`src/rtl/l2_request_arbiter.sv`:
```
// Round-robin arbiter sharing one L2 port among NUM_REQ L1 requesters: latches the winner's
// request toward L2, routes the response back to the winner only, and aborts stalled ops.
module l2_request_arbiter #(
    parameter int NUM_REQ    = 2,
    parameter int DATA_WIDTH = 32,
    parameter int ADDR_WIDTH = 11,
    parameter int BLOCK_SIZE = 32,
    parameter int TIMEOUT    = 255,
    localparam int BLK_W     = DATA_WIDTH * (BLOCK_SIZE / (DATA_WIDTH / 8))
) (
    input  logic                          clk,
    input  logic                          rst_n,
    input  logic [NUM_REQ-1:0]            req_read,
    input  logic [NUM_REQ-1:0]            req_write,
    input  logic [NUM_REQ*ADDR_WIDTH-1:0] req_addr,
    input  logic [NUM_REQ*DATA_WIDTH-1:0] req_wdata,
    output logic [NUM_REQ-1:0]            req_ready,
    output logic [NUM_REQ-1:0]            req_hit,
    output logic [NUM_REQ-1:0]            req_err,
    output logic [NUM_REQ-1:0]            req_block_valid,
    output logic [BLK_W-1:0]              req_block_data,
    output logic [NUM_REQ-1:0]            grant,
    output logic [ADDR_WIDTH-1:0]         l2_addr,
    output logic [DATA_WIDTH-1:0]         l2_wdata,
    output logic                          l2_read,
    output logic                          l2_write,
    input  logic [BLK_W-1:0]              l2_block_data,
    input  logic                          l2_block_valid,
    input  logic                          l2_hit,
    input  logic                          l2_ready
);

    localparam int PTR_W = $clog2(NUM_REQ);
    localparam int WD_W  = $clog2(TIMEOUT + 1);

    typedef enum logic [1:0] {IDLE, WAIT, DRAIN} state_t;

    state_t                 state_q;
    logic [PTR_W-1:0]       rr_ptr_q;
    logic [PTR_W-1:0]       win_q;
    logic [WD_W-1:0]        wd_q;
    logic [NUM_REQ-1:0]     grant_q;
    logic [ADDR_WIDTH-1:0]  l2_addr_q;
    logic [DATA_WIDTH-1:0]  l2_wdata_q;
    logic                   l2_read_q;
    logic                   l2_write_q;
    logic [NUM_REQ-1:0]     req_ready_q;
    logic [NUM_REQ-1:0]     req_hit_q;
    logic [NUM_REQ-1:0]     req_err_q;
    logic [NUM_REQ-1:0]     req_block_valid_q;
    logic [BLK_W-1:0]       req_block_data_q;

    logic [NUM_REQ-1:0]     pending;
    logic                   any_pending_d;
    logic [PTR_W-1:0]       win_d;
    logic [ADDR_WIDTH-1:0]  addr_arr  [NUM_REQ];
    logic [DATA_WIDTH-1:0]  wdata_arr [NUM_REQ];

    assign pending = req_read | req_write;

    for (genvar g = 0; g < NUM_REQ; g++) begin : g_slice
        assign addr_arr[g]  = req_addr[g*ADDR_WIDTH +: ADDR_WIDTH];
        assign wdata_arr[g] = req_wdata[g*DATA_WIDTH +: DATA_WIDTH];
    end

    // First pending requester at or after rr_ptr, wrapping around.
    always_comb begin
        int cand;
        cand          = 0;
        any_pending_d = 1'b0;
        win_d         = '0;
        for (int k = 0; k < NUM_REQ; k++) begin
            cand = (int'(rr_ptr_q) + k) % NUM_REQ;
            if (!any_pending_d && pending[PTR_W'(cand)]) begin
                any_pending_d = 1'b1;
                win_d         = PTR_W'(cand);
            end
        end
    end

    always_ff @(posedge clk or negedge rst_n) begin
        if (!rst_n) begin
            state_q           <= IDLE;
            rr_ptr_q          <= '0;
            win_q             <= '0;
            wd_q              <= '0;
            grant_q           <= '0;
            l2_addr_q         <= '0;
            l2_wdata_q        <= '0;
            l2_read_q         <= 1'b0;
            l2_write_q        <= 1'b0;
            req_ready_q       <= '0;
            req_hit_q         <= '0;
            req_err_q         <= '0;
            req_block_valid_q <= '0;
            req_block_data_q  <= '0;
        end else begin
            req_ready_q       <= '0;
            req_hit_q         <= '0;
            req_err_q         <= '0;
            req_block_valid_q <= '0;
            case (state_q)
                IDLE: begin
                    if (any_pending_d) begin
                        win_q      <= win_d;
                        grant_q    <= NUM_REQ'(1) << win_d;
                        l2_addr_q  <= addr_arr[win_d];
                        l2_wdata_q <= wdata_arr[win_d];
                        // A pending winner that is not reading must be writing; read wins if both.
                        l2_read_q  <= req_read[win_d];
                        l2_write_q <= ~req_read[win_d];
                        wd_q       <= '0;
                        state_q    <= WAIT;
                    end
                end
                WAIT: begin
                    wd_q <= wd_q + 1'b1;
                    if (l2_ready) begin
                        l2_read_q          <= 1'b0;
                        l2_write_q         <= 1'b0;
                        grant_q            <= '0;
                        req_ready_q[win_q] <= 1'b1;
                        req_hit_q[win_q]   <= l2_hit;
                        if (l2_read_q && l2_block_valid) begin
                            req_block_data_q         <= l2_block_data;
                            req_block_valid_q[win_q] <= 1'b1;
                        end
                        state_q <= DRAIN;
                    end else if (wd_q == WD_W'(TIMEOUT - 1)) begin
                        l2_read_q          <= 1'b0;
                        l2_write_q         <= 1'b0;
                        grant_q            <= '0;
                        req_ready_q[win_q] <= 1'b1;
                        req_err_q[win_q]   <= 1'b1;
                        state_q            <= DRAIN;
                    end
                end
                DRAIN: begin
                    rr_ptr_q <= (win_q == PTR_W'(NUM_REQ - 1)) ? '0 : win_q + 1'b1;
                    state_q  <= IDLE;
                end
                default: state_q <= IDLE;
            endcase
        end
    end

    assign req_ready       = req_ready_q;
    assign req_hit         = req_hit_q;
    assign req_err         = req_err_q;
    assign req_block_valid = req_block_valid_q;
    assign req_block_data  = req_block_data_q;
    assign grant           = grant_q;
    assign l2_addr         = l2_addr_q;
    assign l2_wdata        = l2_wdata_q;
    assign l2_read         = l2_read_q;
    assign l2_write        = l2_write_q;

endmodule

```
`config.mk`:
```
export PLATFORM = sky130hd
export DESIGN_NAME = l2_request_arbiter
export DESIGN_NICKNAME = d
export VERILOG_FILES = /design/src/rtl/l2_request_arbiter.sv
export SDC_FILE = /design/constraint.sdc
export NUM_CORES = 1
export LEC_CHECK = 0
export ABC_CLOCK_PERIOD_IN_PS = 4950
export BUFFER_PORTS_ARGS = -buffer_cell sky130_fd_sc_hd__buf_4
export CORE_AREA = 8 8 253 255
export DETAILED_ROUTE_END_ITERATION = 10
export DIE_AREA = 0 0 261 263
export HOLD_SLACK_MARGIN = 0.15
export REMOVE_ABC_BUFFERS = 1
export SYNTH_ARGS = -nofsm -noshare
export SYNTH_HDL_FRONTEND = slang
export SYNTH_SLANG_ARGS = --single-unit
```
`constraint.sdc`:
```
create_clock -name clk -period 4.95 [get_ports clk]
set_clock_uncertainty 0.15 [all_clocks]
set_input_delay 0.7425 -clock clk [delete_from_list [all_inputs] [get_ports clk]]
set_output_delay 0.7425 -clock clk [all_outputs]
set_load 0.01 [all_outputs]
```
==> run metrics, run 1 <==
WL final=46.1 mm; synth top area cells=dfrtp_1 (64%), nand2_1 (24%), mux2i_1 (3.6%); r2r startpoint=state_q[0]$_DFFE_PN0P_; Final WS setup=2.01 ns; Post-Syn Area=12700 µm²; DPL Wire Length=35.1 mm; Tightest Pin Transition=1.02 ns; Initial Utilization=21.2%; Area Growth Syn to Fin=55.3%; Worst EP arrival=3.21 ns; relative max-transition margin=31.9%; static leakage=0.0108 µW; Rows=90; die area=68600 µm²; Iteration-0 DRC Markers=636; setup violators final=0; share of post-route cells with drive strength above 1=36.6%; largest net degree at the start of global routing=104; core area=59900 µm²; DP Worst Slack=2.03 ns; CP startpoint=state_q[0]$_DFFE_PN0P_; PwrDens=632 nW/µm²; filler instances=6194; Synth warnings=0; Max VDD drop=0.298 mV; Worst Hold Launch=l2_block_data[84]; flop2flop setup slack=2.01 ns; DR WL/cell=16.3 µm; vias in the first global route=12200; final period utilization=59.5%; worst hold path endpoint=req_block_data[84]$_DFFE_PN0P_; TritonCTS clock tree=built; clk_lat worst skew=0.53 ns; synthesized area per cell=9.29 µm²; worst reg2reg path endpoint=req_block_data[173]$_DFFE_PN0P_; Ports=662; CTS buffer count=38; Async S/R FF share, synth=100%; DRT Pass-1 Iters=5; maxcap violations=0; H-Tree Depth=2; HP Class=input pin to register; Critical Path Start Type=register; Seq cells post-synth=323; status=complete, no violations; grt ovf=0; final hold slack=0.248 ns; top-area cell type share of the netlist area=63.8%; Seq/Total Area, Yosys=63.8%; global-route wire length before repair=70.0 mm; ANT nets after route=0; area leader, netlist=dfrtp_1; commonest non-fill, non-tap cell in the layout=nand2_1; DRC Markers=0; clk root buf=clkbuf_16; Setup Fix Bufs, Post-CTS=0; routability cong.=0.837; Main synth FF type=dfrtp_1; Mapped Cells=1364; NumNets Final=2363; RSZ-0062 raised after global routing=false; Post-synth EDFFs=0; Worst Path Max Fanout=102; WS Path Type=register to register; min Tclk post-route=2.94 ns; Hold Path Cell Cnt=3; gr usage total=12.8%; ANT cells=0; Worst setup EP type=register; Clock Pin Slew Worst Setup and Hold Paths=0.06 ns; Vias per Instance=4.09; Max Freq=0.340 GHz; # clock sinks=323; required time of the critical path=5.21 ns; commonest non-fill, non-tap cells in the layout=nand2_1 (822), buf_4 (673), dfrtp_1 (322); post-CTS resize count=0; Slew Viols, Final=0; R2R cell count=5; IO buf count=660; Die Height=263 µm; Synth cell types=29; Max clock buf depth=3; initial antenna violation count=1; final hold violations=0; Die Wd=261 µm; via count=11500
how the worst max path moves through the flow:
stage,end,slack (ns),cells after the start
6_report,req_block_data[173]$_DFFE_PN0P_,2.01,5
2_1_floorplan,req_block_data[0]$_DFFE_PN0P_,-0.61,4
3_3_place_gp,req_block_data[150]$_DFFE_PN0P_,2.06,5
5_1_grt,req_block_data[41]$_DFFE_PN0P_,1.71,5
4_1_cts,req_block_data[150]$_DFFE_PN0P_,1.99,5
3_5_place_dp,req_block_data[173]$_DFFE_PN0P_,2.03,5
power by group:
group	total, µW	switching (µW)	internal (µW)
Combinational	4780	2450	2330
Clock	2940	1100	1840
Sequential	4710	789	3920
registers in the layout, summed over array words and instances (netlist names), 2 cells and up:
name,cells
grant,2
l2_addr,11
l2_wdata,32
req_block_data,256
req_block_valid,2
req_err,2
req_hit,2
req_ready,2
state_q,2
wd_q,8
cell families (layout without fill, tap and decap cells):
| family | count (synthesis) | after routing | share of synthesized area [%] |
|---|---|---|---|
| mux | 45 | 45 | 3.55 |
| buf+inv | 78 | 751 | 4.12 |
| xor+xnor | 1 | 1 | 0.0691 |
| fa+ha+maj | 2 | 2 | 0.197 |
| simple gates | 851 | 851 | 25.7 |
| flops | 323 | 323 | 63.8 |
| compound gates | 64 | 64 | 2.64 |
cells in the mapped netlist, types with 4 or more instances:
master and n:
nor2_1 8, nand3_1 5, buf_6 27, dfrtp_1 323
clkbuf_1 32, nand2_1 822, o21ai_0 50, a31oi_1 4
a21oi_1 5, buf_2 12, mux2i_1 45
worst max-delay path: stages (launching register included):
cell     delay [ns]
dfrtp_1        0.39
nor2b_1        0.66
nand4_4        0.75
buf_12         0.48
nand2_1        0.17
nand2_1        0.07
cell type report:
cell class / instances / area (µm²) / area share (%)
Sequential cell: 323 / 8080 / 41.1
Timing Repair Buffer: 681 / 5200 / 26.4
Multi-Input combinational cell: 963 / 4080 / 20.7
Clock buffer: 55 / 1170 / 5.94
Tap cell: 782 / 978 / 4.97
Clock inverter: 12 / 163 / 0.826
Inverter: 3 / 11.3 / 0.0572
timing repair:
action / 4_1_cts / 5_1_grt
hold buffers: 1 / 0
endpoints found under the hold margin: 40 / 0
setup endpoints to repair: 0 / 0
through the flow:
| step | cells | cell area, µm² | setup TNS, ns | total power, µW | utilization, % |
|---|---|---|---|---|---|
| floorplan | 1289 | 12200 | -156.75 | 6640 | - |
| global placement | 2751 | 18300 | 0 | 9520 | 30.6 |
| detailed placement | 2751 | 18300 | 0 | 9630 | 30.6 |
| CTS | 2819 | 19700 | 0 | 12700 | 32.9 |
| global route | 2819 | 19700 | 0 | 13300 | 32.9 |
| finish | 2819 | 19700 | 0 | 12400 | 32.9 |
metal layers:
| metal | up-vias | routed length [µm] | GRT usage [%] |
|---|---|---|---|
| met3 | 79 | 4760 | 4.96 |
| met2 | 498 | 22600 | 22.3 |
| li1 | 5509 | - | - |
| met4 | 0 | 1620 | 4.90 |
| met1 | 5440 | 17100 | 13.8 |
| met5 | - | 0 | 0 |
No activity file was read; power rests on OpenSTA's default activity.
==> inputs of run 2 (changes only) <==
--- a/config.mk
+++ b/config.mk
@@ -5,11 +5,12 @@
 export SDC_FILE = /design/constraint.sdc
 export NUM_CORES = 1
 export LEC_CHECK = 0
-export ABC_CLOCK_PERIOD_IN_PS = 4950
+export ABC_AREA = 1
+export ABC_CLOCK_PERIOD_IN_PS = 2900
 export BUFFER_PORTS_ARGS = -buffer_cell sky130_fd_sc_hd__buf_4
-export CORE_AREA = 8 8 253 255
+export CORE_AREA = 8 8 249 251
 export DETAILED_ROUTE_END_ITERATION = 10
-export DIE_AREA = 0 0 261 263
+export DIE_AREA = 0 0 257 259
 export HOLD_SLACK_MARGIN = 0.15
 export REMOVE_ABC_BUFFERS = 1
 export SYNTH_ARGS = -nofsm -noshare
==> constraint.sdc (replaced) <==
create_clock -name clk -period 2.9 [get_ports clk]
set_clock_uncertainty 0.15 [all_clocks]
set_input_delay 0.435 -clock clk [delete_from_list [all_inputs] [get_ports clk]]
set_output_delay 0.435 -clock clk [all_outputs]
set_load 0.01 [all_outputs]
==> run metrics, run 2 <==
IO buf count=660 (unchanged); flop2flop setup slack=0.42 ns (-1.59 ns); DPL Wire Length=38.0 mm (+8.5%); die area=66600 µm² (-3.0%); # clock sinks=323 (unchanged); vias in the first global route=15300 (+26%); Worst EP arrival=2.92 ns (-0.29 ns); Overall Power=21300 µW (+72%); Seq/Total Area, Yosys=62.4% (-1.3 points); worst stage delay on the critical path=0.57 ns (-0.18 ns); synth top area cells=dfrtp_1 (62%), nand2_1 (20%), o21ai_0 (8.9%); worst reg2reg path endpoint=l2_addr[6]$_DFFE_PN0P_; core area=58200 µm² (-2.8%); Vias per Instance=4.42 (+8.1%); hold_buf cts=349 (+348); ANT nets after route=0 (unchanged); Slew Viols, Final=0 (unchanged); R2R cell count=7 (+2); area leader, netlist=dfrtp_1; Die Wd=257 µm (-1.5%); Max clock buf depth=3 (unchanged); DR WL/cell=17.3 µm (+6.0%); final instance area=23500 µm² (+20%); gr usage total=15.9% (+3.1 points); routability cong.=0.871 (+4.0%); Area Growth Syn to Fin=81.8%; Main synth FF type=dfrtp_1; Setup Fix Bufs, Post-CTS=0 (unchanged); final period utilization=90.0%; DRT Pass-1 Iters=7 (+2); clk_lat worst skew=0.53 ns (about the same); HP Class=input pin to register; Synth top cells by count=nand2_1 (673), dfrtp_1 (323), o21ai_0 (229); Finished Core Util=40.4% (+7.6 points); Max Freq=0.383 GHz; Post-Syn Area=12900 µm² (+2.2%); final hold violations=0 (unchanged); CP top delay family=buffers and inverters; Critical Path Start Type=input pin; required time of the critical path=3.21 ns (-2.00 ns); Rows=89 (-1.1%); Mapped Cells=1466 (+7.5%); Synth cell types=22 (-24%); Synth warnings=0 (unchanged); Worst Hold Launch=req_write[0]; post-CTS resize count=0 (unchanged); Hold Path Cell Cnt=5 (+2); met2 capacity usage during global routing=26.6% (+4.3 points); slowest CP cell=dlygate4sd3_1; top-area cell type share of the netlist area=62.4% (-1.3 points); placed inst area=18700 µm² (+2.2%); Post-synth EDFFs=0 (unchanged); RSZ-0062 raised after global routing=false; Worst setup EP type=register; CP Buf/Inv Count=5 (+4); critical path, cell by cell=dlygate4sd3_1 -> buf_4 -> nor2_1 -> inv_1 -> nand2_1 -> buf_4 -> nand2_1 -> nand3_1 -> dlygate4sd3_1; via count=14400 (+25%); synthesized area per cell=8.83 µm² (-4.9%); share of post-route cells with drive strength above 1=30.7% (-6.0 points); met1 Use GR=18.5% (+4.6 points); grt ovf=0 (unchanged); GR Util met3=4.63% (-0.33 points); filler instances=5477 (-12%); Die Height=259 µm (-1.5%); status=complete, no violations; DRC Markers=0 (unchanged); r2r startpoint=state_q[1]$_DFFE_PN0P_; Seq cells post-synth=323 (unchanged); busiest grt layer=met2; worst hold path endpoint=state_q[0]$_DFFE_PN0P_; min Tclk post-route=2.61 ns; initial antenna violation count=6 (+5); WL final=56.4 mm (+22%); maxcap violations=0 (unchanged); TritonCTS clock tree=built; CP startpoint=req_read[0]; Ports=662 (unchanged); clk root buf=clkbuf_16; Tightest Pin Transition=1.19 ns (+0.170 ns); global-route wire length before repair=86.3 mm (+23%); max reg flops=256 (unchanged); commonest non-fill, non-tap cell in the layout=buf_4; largest net degree at the start of global routing=147 (+41%); PwrDens=907 nW/µm² (+44%); Initial Utilization=22.2% (+1.1 points); Iteration-0 DRC Markers=1093 (+72%); NumNets Final=2800 (+18%); Async S/R FF share, synth=100% (unchanged); H-Tree Depth=2 (unchanged); static leakage=0.0120 µW (+11%); Max VDD drop=0.626 mV (+110%); CTS buffer count=38 (unchanged); Clock Pin Slew Worst Setup and Hold Paths=0.06 ns (about the same); setup violators final=0 (unchanged); commonest non-fill, non-tap cells in the layout=buf_4 (679), nand2_1 (673), dlygate4sd3_1 (349); count leader, synth=nand2_1; Worst Path Max Fanout=43 (-58%); relative max-transition margin=20.5% (-11 points); WS Path Type=input pin to register
run 2: area by class of cell:
class	instances	area, µm²	area share (%)
Clock inverter	16	161	0.686
Tap cell	773	967	4.11
Multi-Input combinational cell	1023	4300	18.3
Clock buffer	53	1120	4.76
Antenna cell	5	12.5	0.0532
Sequential cell	323	8080	34.3
Timing Repair Buffer	1039	8810	37.4
Inverter	22	87.6	0.372
run 2: where the power goes:
| part | switching, µW | leakage [µW] | total (µW) | internal, µW |
|---|---|---|---|---|
| registers | 1060 | 0.00411 | 7460 | 6390 |
| logic | 4760 | 0.00728 | 9000 | 4230 |
| clock network | 1930 | 0.000639 | 4900 | 2970 |
| total | 7750 | 0.0120 | 21300 | 13600 |
run 2: per-stage QoR:
| step | cells | hold slack (ns) | TNS, ns | setup WS (ns) |
|---|---|---|---|---|
| 5_1_grt | 3254 | 0.300 | 0 | 0.187 |
| 6_report | 3254 | 0.281 | 0 | 0.291 |
| 4_1_cts | 3249 | 0.243 | 0 | 0.378 |
| 3_3_place_gp | 2831 | 0.314 | 0 | 0.753 |
| 3_5_place_dp | 2831 | 0.316 | 0 | 0.672 |
| 2_1_floorplan | 1368 | -0.0106 | -924.11 | -3.57 |
run 2: worst max path at each step:
stage | endpoint | slack, ns | cells past startpoint
final | l2_wdata[12]$_DFFE_PN0P_ | 0.29 | 9
after global routing | l2_wdata[10]$_DFFE_PN0P_ | 0.19 | 9
after CTS | l2_addr[8]$_DFFE_PN0P_ | 0.38 | 9
after detailed placement | req_block_data[76]$_DFFE_PN0P_ | 0.67 | 5
after global placement | grant[0]$_DFFE_PN0P_ | 0.75 | 7
after floorplan | req_block_data[0]$_DFFE_PN0P_ | -3.57 | 4
run 2: cells by family (layout without fill, tap and decap cells):
kind of cell,after synthesis,in the layout,synth area share (%)
compound gates,276,276,10.7
fa+ha+maj,2,2,0.193
buf+inv,120,1130,4.46
flops,323,323,62.4
other cells,0,5,0
simple gates,745,745,22.2
run 2: worst min-delay path: stages:
cell	delay (ns)
buf_4	0.08
nor2_1	0.05
inv_1	0.06
nand2_1	0.18
nand2_1	0.12
run 2: routing by layer:
layer / wire length, µm / part of all wire [%]
met1: 21600 / 38
met2: 27400 / 49
met3: 4330 / 7.7
met4: 3040 / 5.4
met5: 22 / 0.039
